[config.mk]
export PLATFORM = sky130hd
export DESIGN_NAME = psram_cmd_scheduler
export DESIGN_NICKNAME = d
export VERILOG_FILES = /design/src/rtl/psram_cmd_scheduler.sv
export SDC_FILE = /design/constraint.sdc
export NUM_CORES = 1
export LEC_CHECK = 0
export CORE_AREA = 2 2 162 164
export DETAILED_ROUTE_END_ITERATION = 6
export DIE_AREA = 0 0 164 166
export GPL_TIMING_DRIVEN = 0
export PLACE_DENSITY = 0.58
export SYNTH_ARGS = -nofsm -noshare
export SYNTH_HDL_FRONTEND = slang
export SYNTH_SLANG_ARGS = --single-unit
[constraint.sdc]
create_clock -name clk -period 5.1 [get_ports clk]
set_input_delay 0.765 -clock clk [delete_from_list [all_inputs] [get_ports clk]]
set_output_delay 0.765 -clock clk [all_outputs]
set_load 0.05 [all_outputs]
[src/rtl/psram_cmd_scheduler.sv]
// psram_cmd_scheduler: arbitrates two burst masters onto one PSRAM command port,
// spacing commands by CMD_INTERVAL and steering read beats back through a tag FIFO.
module psram_cmd_scheduler #(
  parameter int CMD_INTERVAL    = 14,
  parameter int BEATS_PER_BURST = 4,
  parameter int TAG_DEPTH       = 4,
  parameter int M1_STREAK_MAX   = 3
) (
  input  logic        clk,
  input  logic        sys_resetn,
  input  logic        calib,
  input  logic        m1_req,
  input  logic        m1_cmd,
  input  logic [20:0] m1_addr,
  input  logic [63:0] m1_wr_data,
  input  logic [7:0]  m1_data_mask,
  output logic        m1_ack,
  output logic        m1_rd_data_valid,
  input  logic        m2_req,
  input  logic        m2_cmd,
  input  logic [20:0] m2_addr,
  input  logic [63:0] m2_wr_data,
  input  logic [7:0]  m2_data_mask,
  output logic        m2_ack,
  output logic        m2_rd_data_valid,
  output logic [63:0] rd_data_out,
  output logic        mem_cmd,
  output logic        mem_cmd_en,
  output logic [20:0] mem_addr,
  output logic [63:0] mem_wr_data,
  output logic [7:0]  mem_data_mask,
  input  logic [63:0] rd_data,
  input  logic        rd_data_valid,
  output logic        tag_error
);
  localparam int SW = $clog2(CMD_INTERVAL + 1);
  localparam int BW = $clog2(BEATS_PER_BURST + 1);
  localparam int PW = $clog2(TAG_DEPTH);
  localparam int KW = $clog2(M1_STREAK_MAX + 1);
  logic [SW-1:0] spacing_q, spacing_d;
  logic [BW-1:0] wleft_q, wleft_d, beat_q, beat_d;
  logic [PW:0] wptr_q, wptr_d, rptr_q, rptr_d;
  logic [TAG_DEPTH-1:0] tags_q, tags_d;
  logic [KW-1:0] streak_q, streak_d;
  logic wsel_q, wsel_d, tag_error_q, tag_error_d;
  logic m1_ack_q, m1_ack_d, m2_ack_q, m2_ack_d, mem_cmd_q, mem_cmd_d;
  logic [20:0] mem_addr_q, mem_addr_d;
  logic empty, full, head, hit, elig1, elig2, can_issue, gnt1, gnt2, push, pop;
  always_comb begin
    empty = wptr_q == rptr_q;
    full = (wptr_q - rptr_q) == (PW+1)'(TAG_DEPTH);
    head = tags_q[rptr_q[PW-1:0]];
    hit = rd_data_valid && !empty;
    // a read blocked by a full tag FIFO drops out so the other master's write can go
    elig1 = m1_req && (m1_cmd || !full);
    elig2 = m2_req && (m2_cmd || !full);
    can_issue = calib && spacing_q == '0 && wleft_q == '0;
    gnt2 = can_issue && elig2 && (!elig1 || streak_q == KW'(M1_STREAK_MAX));
    gnt1 = can_issue && elig1 && !gnt2;
    push = (gnt1 && !m1_cmd) || (gnt2 && !m2_cmd);
    pop = hit && beat_q == BW'(BEATS_PER_BURST - 1);
    spacing_d = (gnt1 || gnt2) ? SW'(CMD_INTERVAL - 1) : spacing_q != '0 ? spacing_q - SW'(1) : '0;
    wleft_d = ((gnt1 && m1_cmd) || (gnt2 && m2_cmd)) ? BW'(BEATS_PER_BURST) : wleft_q != '0 ? wleft_q - BW'(1) : '0;
    wsel_d = (gnt1 || gnt2) ? gnt2 : wsel_q;
    beat_d = hit ? (pop ? '0 : beat_q + BW'(1)) : beat_q;
    wptr_d = wptr_q + (PW+1)'(push);
    rptr_d = rptr_q + (PW+1)'(pop);
    streak_d = (!m2_req || gnt2) ? '0 : (gnt1 && streak_q != KW'(M1_STREAK_MAX)) ? streak_q + KW'(1) : streak_q;
    tag_error_d = tag_error_q || (rd_data_valid && empty);
    m1_ack_d = gnt1;
    m2_ack_d = gnt2;
    mem_cmd_d = gnt1 ? m1_cmd : gnt2 ? m2_cmd : mem_cmd_q;
    mem_addr_d = gnt1 ? m1_addr : gnt2 ? m2_addr : mem_addr_q;
    tags_d = tags_q;
    if (push) tags_d[wptr_q[PW-1:0]] = gnt2;
  end
  always_ff @(posedge clk or negedge sys_resetn)
    if (!sys_resetn) begin
      spacing_q <= '0;
      wleft_q <= '0;
      beat_q <= '0;
      wptr_q <= '0;
      rptr_q <= '0;
      tags_q <= '0;
      streak_q <= '0;
      wsel_q <= 1'b0;
      tag_error_q <= 1'b0;
      m1_ack_q <= 1'b0;
      m2_ack_q <= 1'b0;
      mem_cmd_q <= 1'b0;
      mem_addr_q <= '0;
    end else begin
      spacing_q <= spacing_d;
      wleft_q <= wleft_d;
      beat_q <= beat_d;
      wptr_q <= wptr_d;
      rptr_q <= rptr_d;
      tags_q <= tags_d;
      streak_q <= streak_d;
      wsel_q <= wsel_d;
      tag_error_q <= tag_error_d;
      m1_ack_q <= m1_ack_d;
      m2_ack_q <= m2_ack_d;
      mem_cmd_q <= mem_cmd_d;
      mem_addr_q <= mem_addr_d;
    end
  assign m1_ack = m1_ack_q;
  assign m2_ack = m2_ack_q;
  assign mem_cmd_en = m1_ack_q || m2_ack_q;
  assign mem_cmd = mem_cmd_q;
  assign mem_addr = mem_addr_q;
  // write beats stream straight from the granted master for the whole window
  assign mem_wr_data = wleft_q != '0 ? (wsel_q ? m2_wr_data : m1_wr_data) : '0;
  assign mem_data_mask = wleft_q != '0 ? (wsel_q ? m2_data_mask : m1_data_mask) : '0;
  assign m1_rd_data_valid = hit && !head;
  assign m2_rd_data_valid = hit && head;
  assign rd_data_out = rd_data;
  assign tag_error = tag_error_q;
endmodule

# --- Yosys cells after proc, flatten, opt, wreduce, memory -nomap -nowiden ---
# Index checks and enable logic that the tools add are counted.
classes:
  magnitude_cmp: 3
  mux: 20
  n_eq_ne: 5
  addsub: 7
  n_reduce_logical: 42
ops:
  columns: ["op", "n"]
  rows:
  - ["$mux W64", 2]
  - ["$mux W21", 2]
  - ["$logic_and A1 B1 Y1", 19]
  - ["$mux W8", 2]
  - ["$logic_or A1 B1 Y1", 9]
  - ["$mux W3", 3]
  - ["$logic_not A1 Y1", 8]
  - ["$mux W4", 2]
  - ["$add A3 B1 Y3", 2]
  - ["$lt A2 B3 Y1 const B", 2]
  - ["$bwmux W4", 1]
  - ["$logic_not A4 Y1", 1]
  - ["$mux W1", 4]
  - ["$mux W2", 2]
  - ["$reduce_bool A2 Y1", 2]
  - ["$reduce_bool A4 Y1", 1]
  - ["$sub A4 B1 Y4 const B", 1]
  - ["$add A3 B1 Y3 const B", 1]
  - ["$eq A3 B2 Y1 const B", 1]
  - ["$eq A3 B3 Y1", 1]
  - ["$eq A3 B3 Y1 const B", 1]
  - ["$logic_not A3 Y1", 1]
  - ["$reduce_bool A3 Y1", 1]
  - ["$sub A3 B1 Y3 const B", 1]
  - ["7 further kinds", 7]
totals:
  in_bits: 258
  reg_bits: 48

# --- Logic depth before layout (Yosys ltp) ---
# Gate-level depths: netlist (run 1).
logic_depth:
  depth_word: 13
  depth_mapped: 11
  ltp_nobuf: 9

# --- Least setup slack after synthesis (run 1) ---
# Ideal clock, no wire load.
synth_timing:
  path_type: "flip-flop to output port"
  from: "reg wptr_q[0]"
  to: "out m2_rd_data_valid"
  n_path_buf: 0
  t_arrival_ns: 1.899
  required_time_ns: 4.335
  stages_incl_launch_ff: 6
  setup_slack_ns: 2.436
  path_cell_list: "dfrtp_1 inv_1 ha_1 nand2_1 o21ai_1 nor2b_1"
synth_via:
  elab_chain_len: 4
synth_rtl:
  columns: ["element", "line", "rtl"]
  rows:
  - ["start, declared", "42", "logic [PW:0] wptr_q, wptr_d, rptr_q, rptr_d;"]
  - ["start signal, assigned", "96", "wptr_q <= wptr_d;"]
  - ["$eq A3 B3 Y1", "50", "empty = wptr_q == rptr_q;"]
  - ["$logic_not A1 Y1", "53", "hit = rd_data_valid && !empty;"]
  - ["$logic_and A1 B1 Y1", "53", null]
  - ["$logic_and A1 B1 Y1", "116", "assign m2_rd_data_valid = hit && head;"]
  - ["end, declared", "25", "output logic m2_rd_data_valid,"]
# No other way between the ends.

# --- Worst setup path in the final report (run 1) ---
layout_timing:
  from: "reg wleft_q[0]"
  to: "out mem_wr_data[44]"
layout_via:
  elab_chain_len: 2
layout_rtl:
  columns: ["element", "line", "rtl"]
  rows:
  - ["start, declared", "41", "logic [BW-1:0] wleft_q, wleft_d, beat_q, beat_d;"]
  - ["start signal, assigned", "94", "wleft_q <= wleft_d;"]
  - ["$reduce_bool A3 Y1", "113", "assign mem_wr_data = wleft_q != '0 ? (wsel_q ? m2_wr_data : m1_wr_data) : '0;"]
  - ["$mux W64", "113", null]
  - ["end, declared", "30", "output logic [63:0] mem_wr_data,"]
# No other way between the ends.

==> results of run 1 <==
## per-layer routing
metal | wire (um) | vias to the layer above | share of wire [%] | global-route usage (%)
met5 | 13 | - | 0.073 | 0
met4 | 99 | 2 | 0.55 | 1.49
met3 | 1200 | 11 | 6.7 | 2.77
met2 | 9010 | 200 | 50 | 22.6
met1 | 7610 | 2001 | 42 | 16.0
li1 | - | 2146 | - | -
## area by class of cell
type / count / area [um2] / area share (%)
Timing Repair Buffer: 357 / 3580 / 44.6
Multi-Input combinational cell: 278 / 2010 / 25.1
Sequential cell: 48 / 1200 / 15.0
Buffer: 90 / 601 / 7.49
Tap cell: 335 / 419 / 5.23
Clock buffer: 5 / 125 / 1.56
Clock inverter: 3 / 46.3 / 0.577
Inverter: 10 / 37.5 / 0.468
## cells in the final DEF (no fill, tap or decap), types with 3 or more instances in the layout
master / n
sky130_fd_sc_hd__a21o_1: 5
sky130_fd_sc_hd__a21oi_1: 6
sky130_fd_sc_hd__a221o_1: 21
sky130_fd_sc_hd__and3_1: 21
sky130_fd_sc_hd__buf_2: 4
sky130_fd_sc_hd__buf_4: 65
sky130_fd_sc_hd__clkbuf_1: 18
sky130_fd_sc_hd__clkbuf_16: 5
sky130_fd_sc_hd__clkdlybuf4s50_1: 355
sky130_fd_sc_hd__dfrtp_1: 48
sky130_fd_sc_hd__ha_1: 13
sky130_fd_sc_hd__inv_1: 10
sky130_fd_sc_hd__mux2i_1: 72
sky130_fd_sc_hd__nand2_1: 10
sky130_fd_sc_hd__nand2b_1: 4
sky130_fd_sc_hd__nand3_1: 3
sky130_fd_sc_hd__nor2_1: 80
sky130_fd_sc_hd__o21ai_0: 5
sky130_fd_sc_hd__o21ai_1: 3
sky130_fd_sc_hd__o31ai_1: 4
sky130_fd_sc_hd__o41ai_1: 3
sky130_fd_sc_hd__or3_1: 3
sky130_fd_sc_hd__xor2_1: 3
## power by group
part,switching [W],internal [W],leakage (nW)
clock,0.000156,0.000233,0.0804
combinational,0.00178,0.00104,2.67
sequential,0.0000765,0.000504,0.624
total,0.00201,0.00177,3.38
## flip-flops by register name (all words and copies together) (netlist names)
signal     cells
mem_addr      21
spacing_q      4
tags_q         4
beat_q         3
rptr_q         3
wleft_q        3
wptr_q         3
streak_q       2
m1_ack         1
m2_ack         1
mem_cmd        1
tag_error      1
wsel_q         1
## through the flow
| stage | cells | util [%] | total power, W | hold WS [ns] |
|---|---|---|---|---|
| after floorplan | 426 | - | 0.00244 | 0.426 |
| after global placement | 1117 | 30.6 | 0.00341 | 0.447 |
| after detailed placement | 1118 | 30.6 | 0.00342 | 0.450 |
| after CTS | 1126 | 31.3 | 0.00383 | 0.418 |
| after global routing | 1126 | 31.3 | 0.00400 | 0.436 |
| final | 1126 | 31.3 | 0.00378 | 0.402 |
## kinds of logic after synthesis
family,after synthesis,synth area share [%]
xor gates and xnor gates,5,1.33
buffers and inverters,100,16.6
muxes,74,19.6
AOI/OAI and AO/OA,52,11.1
DFF,48,31.2
adders and majority gates,13,4.22
and+or+nand+nor,134,16.0
## worst min-delay path by stage
stage                from     endpoint  slack, ns
3_5_place_dp   wleft_q[0]   wleft_q[0]       0.45
2_1_floorplan  wleft_q[0]   wleft_q[0]       0.43
4_1_cts        sys_resetn  streak_q[1]       0.42
5_1_grt        sys_resetn  streak_q[1]       0.44
3_3_place_gp    tag_error    tag_error       0.45
6_report       sys_resetn  streak_q[1]       0.40
==> flow_summary.yaml, run 1 <==
global_routing:
  pin_count_of_the_biggest_net_entering_global_routing: 32
  gr-usage-all-layers_pct: 12.7
  vias_in_the_first_global_route: 4657
  antenna_violations_before_repair: 1
  gr-total-overflow: 0
  first_pass_grt_wire_length_um: 26600
logic_synthesis:
  yosys.area.top_type: "sky130_fd_sc_hd__dfrtp_1"
  synth-seq-area-share_pct: 31.2
  synth_top_cells_by_area: "sky130_fd_sc_hd__dfrtp_1 31%, sky130_fd_sc_hd__mux2i_1 19%, sky130_fd_sc_hd__buf_4 13%"
  yosys_register_bits: 48
  syn_avg_cell_area_um2: 9.04
  post_synth_most_frequent_cells: "80 x sky130_fd_sc_hd__nor2_1, 72 x sky130_fd_sc_hd__mux2i_1, 65 x sky130_fd_sc_hd__buf_4"
  postSynth.asyncResetShare_pct: 100
  ys_dominant_reg_cell: "sky130_fd_sc_hd__dfrtp_1"
  netlist-cell-type-count: 40
  synthDominantCellAreaShare_pct: 31.2
  yosysWarnings: 0
  syn_area_um2: 3850
  yosysMostFrequentCell: "sky130_fd_sc_hd__nor2_1"
  synthesis.instances: 426
  synth_enable_flop_cells: 0
  synthesis.nets: 697
cells_and_area:
  area_growth_syn_to_layout_pct: 108
  drive_above_1_share_pct: 11.3
  finish.instance_area_um2: 8020
  fillCellCount: 2678
  diodes: 0
  design.final.nets: 1061
floorplan:
  dieArea_um2: 27200
  fp.coreArea_um2: 25600
  chipHeight_um: 166
  die_width_um: 164
  num_io_pins: 422
  std_cell_rows: 59
  start_util_pct: 15.0
sta:
  setup_repair_after_global_routing_missed_its_margin: "false"
  fin_ws_ns: 1.14
  layout_min_cycle_time_ns: 3.96
  timing.final.hold_violations: 0
  worst_slew_pin_slew_ns: 0.877
  max-slew-margin-rel_pct: 41.5
  setup_clock_skew_after_layout_ns: 0.00990
  final_max_slew_viol_count: 0
  number_of_endpoints_failing_setup_at_the_final_stage: 0
  finalCritPeriodShare_pct: 77.7
  fmax_ghz: 0.252
  finalSetupTns_ns: 0
placed_design:
  port_buffers: 356
  preCtsSetupSlack_ns: 1.34
  final_weighted_congestion_in_routability_driven_placement: 0.779
  postPlaceCellArea_um2: 7850
  place.detailed.hpwl_um: 15200
worst_setup_path:
  crit_slowest_cell: "sky130_fd_sc_hd__clkdlybuf4s50_1"
  end_kind: "primary output"
  critical_path.max_fanout: 10
  timing.critical_path.required_ns: 4.34
  critPathLaunchType: "flip-flop"
  cp_data_arrival_time_ns: 3.20
  reg2reg_from: "spacing_q[0]"
  critical_path_class: "flip-flop to primary output"
  ff_to_ff_end: "wptr_q[2]"
  worst_setup_path_endpoint: "mem_wr_data[44]"
  crit_family: "buffers and inverters"
  timing.critical_path.cells: "nor2_1, ha_1, clkbuf_1, clkbuf_1, nor2_1, clkdlybuf4s50_1"
  worst-r2r-cell-count: 11
  slowest_delay_ns: 0.77
  reg2reg_slack_ns: 2.27
  crit_cells: 6
  setup.worst_path.start: "wleft_q[0]"
  crit_buf_inv: 3
power:
  power_leakage_nw: 3.38
  powerDensity_nw_per_um2: 472
  ir_drop_mv: 0.174
hold_path:
  hold_path.class: "input pin to async pin"
clock_tree:
  cts-root-buf: "sky130_fd_sc_hd__clkbuf_16"
  cts_hold_repair_buffers: 0
  postcts_setup_bufs: 0
  post_cts.resized_instances: 0
  worstSkewPairLatency_ns: 0.29
  clkSlewWorstSetupHoldPaths_ns: 0.07
  clock_tree.htree_level_count: 2
  number_of_clock_sinks: 48
  cts_tree: "built"
  cts_buffers: 5
  cts-root-to-sink-buffers: 2
routing:
  detailedRoute.firstIterationViolations: 197
  detail_route.first_pass.iterations: 4
  avgViaCountPerCell: 3.87
  detail-route-antenna-nets: 0
  wire_length_after_detailed_routing_um: 17900
  drc_errors: 0
  detail_route.wl_per_cell_um: 15.9
  detailroute.via_count: 4360
run_status:
  status: "completed"
job:
  max_cap_viol_count: 0
(Power assumes the default switching activity.)
==> inputs of run 2 (changes only) <==
--- a/config.mk
+++ b/config.mk
@@ -5,9 +5,9 @@
 export SDC_FILE = /design/constraint.sdc
 export NUM_CORES = 1
 export LEC_CHECK = 0
-export CORE_AREA = 2 2 162 164
+export CORE_AREA = 2 2 163 165
 export DETAILED_ROUTE_END_ITERATION = 6
-export DIE_AREA = 0 0 164 166
+export DIE_AREA = 0 0 165 167
 export GPL_TIMING_DRIVEN = 0
 export PLACE_DENSITY = 0.58
 export SYNTH_ARGS = -nofsm -noshare
==> constraint.sdc (replaced) <==
create_clock -name clk -period 3.65 [get_ports clk]
set_input_delay 0.5475 -clock clk [delete_from_list [all_inputs] [get_ports clk]]
set_output_delay 0.5475 -clock clk [all_outputs]
set_load 0.05 [all_outputs]
==> flow_summary.yaml, run 2 (synthesis gave the netlist of run 1 again) <==
routing:
  met2_wirelength_um: 8910
  detail_route.first_pass.iterations: 6
  wire_length_after_detailed_routing_um: 17600
  avgViaCountPerCell: 3.88
  detail-route-antenna-nets: 0
  drc_errors: 0
  detailedRoute.firstIterationViolations: 196
  detailroute.via_count: 4364
  wl_met3_um: 1050
  detail_route.wl_per_cell_um: 15.7
  drt-met1-wl_um: 7520
  highest_metal_layer_used_by_the_detailed_router: "met4"
clock_tree:
  clock_tree.htree_level_count: 2
  cts_buffers: 5
  cts_tree: "built"
  cts-root-buf: "sky130_fd_sc_hd__clkbuf_16"
  cts-root-to-sink-buffers: 2
  cts_hold_repair_buffers: 0
  clkSlewWorstSetupHoldPaths_ns: 0.06
  number_of_clock_sinks: 48
  worstSkewPairLatency_ns: 0.29
cells_and_area:
  design.final.nets: 1061
  layout.cells.most_common: "sky130_fd_sc_hd__clkdlybuf4s50_1"
  finish.instance_area_um2: 7990
  fillCellCount: 2681
  largest_register_ffs: 21
  diodes: 0
  final_cell_mix: "355 x sky130_fd_sc_hd__clkdlybuf4s50_1, 80 x sky130_fd_sc_hd__nor2_1, 72 x sky130_fd_sc_hd__mux2i_1"
  area_growth_syn_to_layout_pct: 108
  drive_above_1_share_pct: 11.9
global_routing:
  first_pass_grt_wire_length_um: 25800
  gr-total-overflow: 0
  antenna_violations_before_repair: 0
  gr-usage-all-layers_pct: 12.1
  vias_in_the_first_global_route: 4505
  pin_count_of_the_biggest_net_entering_global_routing: 29
worst_setup_path:
  crit_buf_inv: 3
  end_kind: "primary output"
  timing.critical_path.required_ns: 3.10
  critical_path.max_fanout: 10
  crit_family: "buffers and inverters"
  timing.critical_path.cells: "clkbuf_1, clkbuf_1, mux2i_1, nor2_1, clkdlybuf4s50_1"
  critical_path_class: "flip-flop to primary output"
  cp_data_arrival_time_ns: 2.89
  worst_path_most_repeated_cell: "sky130_fd_sc_hd__clkbuf_1"
  slowest_delay_ns: 0.84
  critPathLaunchType: "flip-flop"
  crit_slowest_cell: "sky130_fd_sc_hd__clkdlybuf4s50_1"
power:
  seq_power_share_pct: 15.6
  powerDensity_nw_per_um2: 650
  pwr-share-clk_pct: 8.7
  p_sw_share_pct: 53.7
  combinationalPowerShare_pct: 75.7
  power.net_switching_w: 0.00279
  power_report.internal_total_w: 0.00241
  ir_drop_mv: 0.283
  power_leakage_nw: 3.38
hold_path:
  hold_path.class: "input pin to async pin"
sta:
  fmax_ghz: 0.291
  finalCritPeriodShare_pct: 94.1
  max-slew-margin-rel_pct: 49.8
  setup_clock_skew_after_layout_ns: 0.00434
  worst_slew_pin_slew_ns: 0.753
  layout_min_cycle_time_ns: 3.44
  number_of_endpoints_failing_setup_at_the_final_stage: 0
  final_max_slew_viol_count: 0
  setup_repair_after_global_routing_missed_its_margin: "false"
  finalSetupTns_ns: 0
  timing.final.hold_violations: 0
floorplan:
  std_cell_rows: 59
  chipHeight_um: 167
  start_util_pct: 14.9
  dieArea_um2: 27600
  fp.coreArea_um2: 25800
  die_width_um: 165
  num_io_pins: 422
placed_design:
  port_buffers: 356
  place.detailed.hpwl_um: 15000
  postPlaceCellArea_um2: 7850
  final_weighted_congestion_in_routability_driven_placement: 0.787
run_status:
  status: "completed"
job:
  max_cap_viol_count: 0
==> run 2: changes by cell type in the layout (fill, tap and decap cells not counted), sizes merged <==
cell    before  now
clkbuf      23   24
bufinv       1    0
inv         11   10
buf         74   73
clkinv       0    1
==> run 2: metrics by stage <==
stage | total power (W) | util, % | cells | setup slack (ns) | hold slack [ns]
6_report | 0.00520 | 31.0 | 1125 | 0.214 | 0.236
5_1_grt | 0.00550 | 31.0 | 1125 | 0.00759 | 0.275
4_1_cts | 0.00526 | 31.0 | 1125 | 0.0267 | 0.255
3_5_place_dp | 0.00478 | 30.5 | 1118 | 0.0405 | 0.445
3_3_place_gp | 0.00476 | 30.4 | 1117 | 0.0499 | 0.446
2_1_floorplan | 0.00341 | - | 426 | 1.20 | 0.252
==> run 2: power groups by stage <==
stage,Combinational [W],Sequential (W),Clock [W]
3_3_place_gp,0.00395,0.000815,0
6_report,0.00394,0.000812,0.000452
2_1_floorplan,0.00229,0.00112,0
3_5_place_dp,0.00396,0.000820,0
5_1_grt,0.00417,0.000836,0.000494
4_1_cts,0.00398,0.000812,0.000472
==> run 2: final timing paths <==
check                           depth (start not counted)  slack, ns         start         endpoint
worst max-delay path                                    5       0.21        wsel_q  mem_wr_data[18]
worst max register to register                         11       0.90  spacing_q[0]        wptr_q[2]
worst min register to register                          1       0.46    wleft_q[0]       wleft_q[0]
max in group asynchronous                               2       2.89    sys_resetn        rptr_q[1]
worst min-delay path                                    1       0.24    sys_resetn      mem_addr[2]
min in group clk                                        1       0.46    wleft_q[0]       wleft_q[0]
==> run 2: metal layers <==
| metal | up-vias | GRT usage, % |
|---|---|---|
| li1 | 2145 | - |
| met1 | 1987 | 15.9 |
| met2 | 217 | 21.1 |
| met3 | 15 | 2.04 |
| met4 | 0 | 2.08 |
| met5 | - | 0 |
==> run 2: cell type report <==
type                            instances  area, um2  area share [%]
Inverter                               10       37.5           0.470
Tap cell                              335        419            5.24
Sequential cell                        48       1200            15.0
Multi-Input combinational cell        278       2010            25.2
Clock inverter                          2       12.5           0.157
Clock buffer                            5        125            1.57
Buffer                                 90        608            7.61
Timing Repair Buffer                  357       3580            44.8
==> run 2: timing repair <==
| action | 4_1_cts | 5_1_grt |
|---|---|---|
| endpoints found under the setup margin | 9 | 68 |
| gates resized for setup | 2 | 7 |
| setup buffers | 0 | 0 |
==> inputs of run 3 (changes only) <==
--- a/config.mk
+++ b/config.mk
@@ -10,6 +10,7 @@
 export DIE_AREA = 0 0 165 167
 export GPL_TIMING_DRIVEN = 0
 export PLACE_DENSITY = 0.58
+export RECOVER_POWER = 25
 export SYNTH_ARGS = -nofsm -noshare
 export SYNTH_HDL_FRONTEND = slang
 export SYNTH_SLANG_ARGS = --single-unit
==> flow_summary.yaml, run 3 (synthesis gave the netlist of run 1 again) <==
clock_tree:
  clock_tree.htree_level_count: 2
  cts-root-buf: "sky130_fd_sc_hd__clkbuf_16"
  cts_hold_repair_buffers: 0
  cts-root-to-sink-buffers: 2
  worstSkewPairLatency_ns: 0.29
  number_of_clock_sinks: 48
  clkSlewWorstSetupHoldPaths_ns: 0.07
  cts_buffers: 5
  cts_tree: "built"
sta:
  number_of_endpoints_failing_setup_at_the_final_stage: 0
  max-slew-margin-rel_pct: -1.28
  setup_repair_after_global_routing_missed_its_margin: "false"
  fin_ws_ns: 0.213
  final_max_slew_viol_count: 29
  layout_min_cycle_time_ns: 3.44
  worst_slew_pin_slew_ns: 1.52
  fmax_ghz: 0.291
  setup_clock_skew_after_layout_ns: 0.00414
  timing.final.hold_violations: 0
  finalSetupTns_ns: 0
  finalCritPeriodShare_pct: 94.2
cells_and_area:
  drive_above_1_share_pct: 11.6
  design.final.nets: 1061
  fillCellCount: 2685
  diodes: 0
  regArea_um2: 1200
  layout.cells.most_common: "sky130_fd_sc_hd__clkdlybuf4s50_1"
  finish.instance_area_um2: 7980
  largest_register_ffs: 21
  area_growth_syn_to_layout_pct: 107
  area_occupied_by_multi_input_gates_um2: 2010
  stdcell_count: 1125
  final_cell_mix: "342 x sky130_fd_sc_hd__clkdlybuf4s50_1, 80 x sky130_fd_sc_hd__nor2_1, 72 x sky130_fd_sc_hd__mux2i_1"
worst_setup_path:
  critical_path.max_fanout: 10
  critPathLaunchType: "flip-flop"
  end_kind: "primary output"
  cp_data_arrival_time_ns: 2.89
  timing.critical_path.required_ns: 3.10
  critical_path_class: "flip-flop to primary output"
global_routing:
  antenna_violations_before_repair: 0
  vias_in_the_first_global_route: 4505
  globalRouteMet2Util_pct: 21.1
  gr-max-usage-layer: "met2"
  gr-usage-all-layers_pct: 12.1
  grt_util_met3_pct: 2.04
  pin_count_of_the_biggest_net_entering_global_routing: 29
  first_pass_grt_wire_length_um: 25800
  gr-total-overflow: 0
  met1_usage_pct: 15.9
floorplan:
  std_cell_rows: 59
  die_width_um: 165
  start_util_pct: 14.9
  num_io_pins: 422
  dieArea_um2: 27600
  chipHeight_um: 167
  fp.coreArea_um2: 25800
power:
  power_report.internal_total_w: 0.00240
  power.net_switching_w: 0.00279
  seq_power_share_pct: 15.6
  p_sw_share_pct: 53.8
  combinationalPowerShare_pct: 75.7
  powerDensity_nw_per_um2: 651
  power_leakage_nw: 3.37
  ir_drop_mv: 0.283
  pwr-share-clk_pct: 8.7
  design_power_total_w: 0.00520
placed_design:
  place.detailed.hpwl_um: 15000
  final_weighted_congestion_in_routability_driven_placement: 0.787
  dpl.cell_count: 1118
  port_buffers: 356
  preCtsSetupSlack_ns: 0.0405
  postPlaceCellArea_um2: 7850
routing:
  detailedRoute.firstIterationViolations: 181
  avgViaCountPerCell: 3.88
  detail_route.first_pass.iterations: 6
  detail-route-antenna-nets: 0
  drc_errors: 0
  detail_route.wl_per_cell_um: 15.7
  detailroute.via_count: 4365
  wire_length_after_detailed_routing_um: 17600
run_status:
  status: "complete, but fails checks"
  violations_in_the_final_reports: "max-capacitance violations, max-slew violations"
job:
  max_cap_viol_count: 1
hold_path:
  hold_path.class: "flip-flop to flip-flop"
[run 3: critical path: stages (launching register included)]
cell	delay, ns
sky130_fd_sc_hd__dfrtp_1	0.32
sky130_fd_sc_hd__clkbuf_1	0.47
sky130_fd_sc_hd__clkbuf_1	0.64
sky130_fd_sc_hd__mux2i_1	0.16
sky130_fd_sc_hd__nor2_1	0.17
sky130_fd_sc_hd__clkdlybuf4s50_1	0.84
[run 3: layout make-up]
cell class                 count  share of cell area (%)
buffer                        90                    7.62
clock inverter                 2                   0.157
timing repair buffer         357                    44.6
tap                          335                    5.25
multi-input combinational    278                    25.2
sequential                    48                    15.1
inverter                      10                   0.471
clock buffer                   5                    1.57
[run 3: power groups by stage]
stage	clock network [W]	registers (W)	logic [W]
6_report	0.000452	0.000812	0.00393
5_1_grt	0.000494	0.000836	0.00417
4_1_cts	0.000472	0.000812	0.00398
3_5_place_dp	0	0.000820	0.00396
3_3_place_gp	0	0.000815	0.00395
2_1_floorplan	0	0.00112	0.00229
[run 3: per-layer routing]
metal / vias to the layer above / wire length [um]
li1: 2145 / -
met1: 1991 / 7520
met2: 214 / 8930
met3: 15 / 1030
met4: 0 / 170
met5: - / 0
[run 3: final timing paths]
path	endpoint	from	cells past startpoint	slack, ns
max	mem_wr_data[18]	wsel_q	5	0.21
min	wleft_q[0]	wleft_q[0]	1	0.46
max reg2reg	wptr_q[2]	spacing_q[0]	11	0.92
min reg2reg	wleft_q[0]	wleft_q[0]	1	0.46
max in group asynchronous	rptr_q[1]	sys_resetn	2	1.18
min in group asynchronous	mem_addr[2]	sys_resetn	1	0.49
[run 3: through the flow]
stage / hold slack (ns) / util, %
CTS: 0.255 / 31.0
finish: 0.456 / 31.0
global route: 0.465 / 31.0
global placement: 0.446 / 30.4
detailed placement: 0.445 / 30.5
floorplan: 0.252 / -
[run 3: timing repair]
action                                  CTS  global route
endpoints found under the setup margin    9            68
buffers inserted                          0             0
resized for setup                         2             7
endpoints found under the hold margin     0             0
